### src/rtl/vpu_decode_queue_if.sv
// Decoder-to-consumer handshake bundle for vpu_decode_queue: uOP in, head out, flush and occupancy status.
interface vpu_decode_queue_if #(
    parameter int DATA_W = 64,
    parameter int DEPTH  = 4
);
    localparam int CNT_W = $clog2(DEPTH + 1);

    logic              in_valid_i;
    logic [DATA_W-1:0] in_data_i;
    logic              in_lsu_i;
    logic              in_ready_o;
    logic              out_valid_o;
    logic [DATA_W-1:0] out_data_o;
    logic              out_lsu_o;
    logic              out_ack_i;
    logic              flush_i;
    logic [CNT_W-1:0]  count_o;
    logic [CNT_W-1:0]  lsu_pending_o;
    logic              empty_o;
    logic              full_o;

    modport master (
        output in_valid_i, in_data_i, in_lsu_i, out_ack_i, flush_i,
        input  in_ready_o, out_valid_o, out_data_o, out_lsu_o,
               count_o, lsu_pending_o, empty_o, full_o
    );

    modport slave (
        input  in_valid_i, in_data_i, in_lsu_i, out_ack_i, flush_i,
        output in_ready_o, out_valid_o, out_data_o, out_lsu_o,
               count_o, lsu_pending_o, empty_o, full_o
    );
endinterface

### src/rtl/vpu_decode_queue.sv
// DEPTH-entry FIFO between the VPU decoder and VCFG / instruction queue, with loss-free flush
// and LSU-pending tracking. Head is read combinationally from storage.
module vpu_decode_queue #(
    parameter  int DATA_W = 64,
    parameter  int DEPTH  = 4,
    localparam int CNT_W  = $clog2(DEPTH + 1)
) (
    input  logic clk_i,
    input  logic rst_i,
    vpu_decode_queue_if.slave q
);
    localparam int PTR_W = (DEPTH > 1) ? $clog2(DEPTH) : 1;

    typedef struct packed {
        logic              lsu;
        logic [DATA_W-1:0] data;
    } entry_t;

    entry_t           slot_q [DEPTH];
    logic [PTR_W-1:0] rd_ptr_q, wr_ptr_q;
    logic [CNT_W-1:0] count_q, lsu_cnt_q;
    entry_t           head;
    logic             full, deq, enq;

    // Pointers wrap explicitly so DEPTH need not be a power of two.
    function automatic logic [PTR_W-1:0] ptr_inc(input logic [PTR_W-1:0] p);
        return (p == PTR_W'(DEPTH - 1)) ? '0 : p + PTR_W'(1);
    endfunction

    assign head          = slot_q[rd_ptr_q];
    assign full          = (count_q == CNT_W'(DEPTH));
    assign deq           = (count_q != '0) & q.out_ack_i;
    // Flush blocks acceptance so nothing is acked and then discarded.
    assign q.in_ready_o  = ~q.flush_i & (~full | deq);
    assign enq           = q.in_valid_i & q.in_ready_o;

    assign q.out_valid_o   = (count_q != '0);
    assign q.out_data_o    = head.data;
    assign q.out_lsu_o     = head.lsu;
    assign q.count_o       = count_q;
    assign q.lsu_pending_o = lsu_cnt_q;
    assign q.empty_o       = (count_q == '0);
    assign q.full_o        = full;

    always_ff @(posedge clk_i) begin
        if (rst_i) begin
            rd_ptr_q  <= '0;
            wr_ptr_q  <= '0;
            count_q   <= '0;
            lsu_cnt_q <= '0;
            for (int i = 0; i < DEPTH; i++) slot_q[i] <= '0;
        end else begin
            if (enq) slot_q[wr_ptr_q] <= '{lsu: q.in_lsu_i, data: q.in_data_i};
            if (q.flush_i) begin
                rd_ptr_q  <= '0;
                wr_ptr_q  <= '0;
                count_q   <= '0;
                lsu_cnt_q <= '0;
            end else begin
                if (enq) wr_ptr_q <= ptr_inc(wr_ptr_q);
                if (deq) rd_ptr_q <= ptr_inc(rd_ptr_q);
                count_q   <= count_q + CNT_W'(enq) - CNT_W'(deq);
                lsu_cnt_q <= lsu_cnt_q + CNT_W'(enq & q.in_lsu_i) - CNT_W'(deq & head.lsu);
            end
        end
    end
endmodule

### src/flat_wrapper.sv
// flat-port wrapper written by rule: the top's interface ports become plain ports
module vpu_decode_queue_flat 
#(
    parameter  int DATA_W = 64,
    parameter  int DEPTH  = 4,
    localparam int CNT_W  = $clog2(DEPTH + 1)
)
  (clk_i, rst_i, q_in_valid_i, q_in_data_i, q_in_lsu_i, q_out_ack_i, q_flush_i, q_in_ready_o, q_out_valid_o, q_out_data_o, q_out_lsu_o, q_count_o, q_lsu_pending_o, q_empty_o, q_full_o);
  vpu_decode_queue_if #(.DATA_W(DATA_W), .DEPTH(DEPTH)) q_i ();
  input  logic clk_i;
  input  logic rst_i;
  input wire logic [$bits(q_i.in_valid_i)-1:0] q_in_valid_i;
  input wire logic [$bits(q_i.in_data_i)-1:0] q_in_data_i;
  input wire logic [$bits(q_i.in_lsu_i)-1:0] q_in_lsu_i;
  input wire logic [$bits(q_i.out_ack_i)-1:0] q_out_ack_i;
  input wire logic [$bits(q_i.flush_i)-1:0] q_flush_i;
  output wire logic [$bits(q_i.in_ready_o)-1:0] q_in_ready_o;
  output wire logic [$bits(q_i.out_valid_o)-1:0] q_out_valid_o;
  output wire logic [$bits(q_i.out_data_o)-1:0] q_out_data_o;
  output wire logic [$bits(q_i.out_lsu_o)-1:0] q_out_lsu_o;
  output wire logic [$bits(q_i.count_o)-1:0] q_count_o;
  output wire logic [$bits(q_i.lsu_pending_o)-1:0] q_lsu_pending_o;
  output wire logic [$bits(q_i.empty_o)-1:0] q_empty_o;
  output wire logic [$bits(q_i.full_o)-1:0] q_full_o;
  assign q_i.in_valid_i = q_in_valid_i;
  assign q_i.in_data_i = q_in_data_i;
  assign q_i.in_lsu_i = q_in_lsu_i;
  assign q_i.out_ack_i = q_out_ack_i;
  assign q_i.flush_i = q_flush_i;
  assign q_in_ready_o = q_i.in_ready_o;
  assign q_out_valid_o = q_i.out_valid_o;
  assign q_out_data_o = q_i.out_data_o;
  assign q_out_lsu_o = q_i.out_lsu_o;
  assign q_count_o = q_i.count_o;
  assign q_lsu_pending_o = q_i.lsu_pending_o;
  assign q_empty_o = q_i.empty_o;
  assign q_full_o = q_i.full_o;
  vpu_decode_queue #(.DATA_W(DATA_W), .DEPTH(DEPTH)) u_core (.clk_i(clk_i), .rst_i(rst_i), .q(q_i));
endmodule
### config.mk
export PLATFORM = sky130hd
export DESIGN_NAME = vpu_decode_queue_flat
export DESIGN_NICKNAME = d
export VERILOG_FILES = /design/src/rtl/vpu_decode_queue_if.sv /design/src/rtl/vpu_decode_queue.sv /design/src/flat_wrapper.sv
export SDC_FILE = /design/constraint.sdc
export NUM_CORES = 1
export LEC_CHECK = 0
export CAP_MARGIN = 20
export CORE_MARGIN = 3
export CORE_UTILIZATION = 30
export CTS_BUF_LIST = sky130_fd_sc_hd__clkbuf_16
export DETAILED_ROUTE_END_ITERATION = 12
export PLACE_DENSITY = 0.56
export RECOVER_POWER = 50
export SLEW_MARGIN = 20
export SYNTH_ARGS = -nofsm -noshare
export SYNTH_HDL_FRONTEND = slang
export SYNTH_SLANG_ARGS = --single-unit
### constraint.sdc
create_clock -name clk_i -period 4.6 [get_ports clk_i]
set_input_delay 0.69 -clock clk_i [delete_from_list [all_inputs] [get_ports clk_i]]
set_output_delay 0.69 -clock clk_i [all_outputs]
set_load 0.1 [all_outputs]
==> summary.md, run 1 <==
| Metric | Value |
|---|---|
| Status | `complete, but fails checks` |
| Failing checks | `max-capacitance violations, max-slew violations` |
| Worst path slowest cell | `clkdlybuf4s50_1` |
| Max-slew violation count | `243` |
| Area delta synth->final | `21.8%` |
| Clock-pin slew on the worst setup and hold paths | `60 ps` |
| Final Setup Violations | `0` |
| Worst hold path type | `flip-flop to flip-flop` |
| Worst-Skew Late Latency | `550 ps` |
| Final core occ | `0.371` |
| Post-layout net count | `990` |
| Netlist Area Pre-Place | `0.0121 mm2` |
| Total power | `0.00613 W` |
| H-tree levels | `1` |
| DRC | `0` |
| Critical Path RT | `3910 ps` |
| Vias in the first global route | `7431` |
| Wire per inst | `20.1 um` |
| RSZ-0062 raised after global routing | `no` |
| DRT Wirelength | `29.4 mm` |
| Yosys top cell by area | `edfxtp_1` |
| Via count | `6616` |
| Register area share after synthesis | `0.664` |
| Most frequent cells in the layout | `edfxtp_1 (260), nor2_1 (166), clkdlybuf4s50_1 (138)` |
| CTS tree | `done` |
| First-pass GRT wire length | `45.4 mm` |
| Fillers | `3896` |
| Synth async-reset ratio | `0` |
| 1st-iter DRT viols | `317` |
| Inst Count DP | `1405` |
| CP Max Fanout | `31` |
| Critical Path Sink Type | `output pin` |
| Vias per inst | `4.53` |
| P_leak | `4.98 nW` |
| Synth cell types | `35` |
| PortBufs | `144` |
| Final Wtd Congestion | `0.705` |
| Post-synth EDFFs | `260` |
| Net Count, Synth | `850` |
| FF/Latch Area | `0.00806 mm2` |
| Slowest stage delay, CP | `1000 ps` |
| CP Class | `flip-flop to output pin` |
| Worst Clk Skew | `13.1 ps` |
| Layout cells sized above 1 | `0.249` |
| Ratio of final minimum period to clock period | `0.865` |
| Crit-path cells | `buf_12, mux4_2, clkdlybuf4s50_1` |
| Non-filler cells in the finished layout | `1460` |
| Worst Path Buf+Inv | `2` |
| Synth Register Bits | `272` |
| IO Pins | `145` |
| Antenna-violating nets left | `0` |
| Worst path top cell family by delay | `buffers and inverters` |
| Primary FF master, synth | `edfxtp_1` |
| Max-cap violations | `7` |
| Hold-fix buffers, CTS | `0` |
| Remaining global-route overflow | `0` |
| Overall routing resource usage | `0.137` |
| Crit path time final | `3980 ps` |
| ANT cells | `0` |
| CORE AREA | `0.0398 mm2` |
| Largest cells by area after synthesis | `edfxtp_1 (64%), mux4_2 (12%), nor2_2 (5.7%)` |
| Max VDD drop | `234 uV` |
| Area of the multi-input gates | `0.00347 mm2` |
| Setup bufs post-CTS | `0` |
| Endpoints failing hold | `0` |
| Yosys warnings | `0` |
| CTS Buf Count | `30` |
| Crit path launch type | `flip-flop` |
| Measured slew at the worst slew-check pin | `2660 ps` |
| Clock Sinks | `272` |
| Slew margin rel. | `-0.774` |
| Critical path arrival | `3290 ps` |
| Die area | `0.0429 mm2` |
| Cell Pwr Density | `415 mW/mm2` |
| Top-area cell type share of the netlist area | `0.644` |
| Longest Clk Path Bufs | `3` |
| Most common cell after layout, fill and taps aside | `edfxtp_1` |
| Die Ht | `207 um` |
| Detailed placement HPWL | `16.6 mm` |
| DR pass1 iterations | `4` |
| Setup TNS | `0 ps` |
| Syn Inst Count | `772` |
| Clk root buf | `clkbuf_16` |
| Initial antenna violation count | `0` |
| Peak Freq | `0.251 GHz` |
| Row count | `73` |
| Count of cells resized by post-cts repair | `0` |
| Initial Utilization | `0.304` |
| Largest net degree at the start of global routing | `66` |
| Die width | `207 um` |
| Synthesized area per cell | `15.7 um2` |
==> cells by family (layout without fill, tap and decap cells) <==
family / after synthesis / after routing / share of synthesized area
AOI/OAI and AO/OA: 6 / 6 / 0.00341
xor gates and xnor gates: 3 / 3 / 0.00217
adders and majority gates: 8 / 8 / 0.00950
and+or+nand+nor: 356 / 356 / 0.155
buffers and inverters: 62 / 225 / 0.0451
muxes: 65 / 65 / 0.121
DFF: 272 / 272 / 0.664
==> through the flow <==
stage / hold WS [ps] / cell area [um2] / setup WS [ps]
2_1_floorplan: 463 / 12100 / 612
3_3_place_gp: 500 / 13900 / 919
3_5_place_dp: 507 / 13900 / 932
4_1_cts: 527 / 14900 / 526
5_1_grt: 569 / 14800 / 366
6_report: 524 / 14800 / 622
==> power by group <==
| group | internal [W] | switching [W] |
|---|---|---|
| clock network | 0.00139 | 0.000984 |
| registers | 0.00283 | 0.0000367 |
| logic | 0.000245 | 0.000641 |
==> state kept, by name, indices dropped and copies added (netlist names), named ones only <==
signal,cells
u_core.q.count_o,3
u_core.wr_ptr_q,2
u_core.rd_ptr_q,2
u_core.q.lsu_pending_o,3
u_core.slot_q,260
==> cell usage after synthesis (2+ instances only) <==
cell type	instances
buf_2	11
edfxtp_1	260
fa_1	2
and2_1	3
ha_1	6
nand2b_1	68
or3_1	2
o31ai_1	3
dfxtp_1	12
buf_6	11
buf_12	12
nand4_1	2
nand2_1	2
nor2_1	156
nand4_4	3
nor2_2	110
nor2b_1	2
inv_1	10
clkbuf_1	15
xor2_1	2
buf_8	2
mux4_2	65
==> worst reg2reg max path, stage by stage, from the launching register on <==
cell      delay, ps
dfxtp_1         390
or4b_1          730
nand4_1         250
clkbuf_1       1910
nor2_1          130
==> path summary, 6_finish.rpt <==
check / start / end / slack, ps / cells past startpoint
min: u_core.rd_ptr_q[0] / flip-flop / 520 / 2
max: flip-flop / q_out_data_o[7] / 620 / 3
min reg2reg: u_core.rd_ptr_q[0] / flip-flop / 520 / 2
max reg2reg: u_core.q.count_o[1] / u_core.slot_q[1][64] / 850 / 4
==> per-layer routing <==
metal	vias to the layer above	global-route usage	wire (um)
met5	-	0	0
met4	0	0.0309	427
met3	36	0.0315	1820
met2	166	0.232	14500
met1	3353	0.179	12700
li1	3061	-	-
==> final cells by class <==
type | instances | share of cell area
clock buffer | 31 | 0.0525
clock inverter | 24 | 0.0136
inverter | 11 | 0.00280
multi-input combinational | 438 | 0.235
sequential | 272 | 0.545
tap | 525 | 0.0445
timing repair buffer | 159 | 0.106
No activity file was read; power rests on OpenSTA's default activity.
==> run 2, diff against run 1 <==
--- a/config.mk
+++ b/config.mk
@@ -5,7 +5,6 @@
 export SDC_FILE = /design/constraint.sdc
 export NUM_CORES = 1
 export LEC_CHECK = 0
-export CAP_MARGIN = 20
 export CORE_MARGIN = 3
 export CORE_UTILIZATION = 30
 export CTS_BUF_LIST = sky130_fd_sc_hd__clkbuf_16
==> results of run 2 <==
Final layout, timing and power as in run 1 (identical DEF).
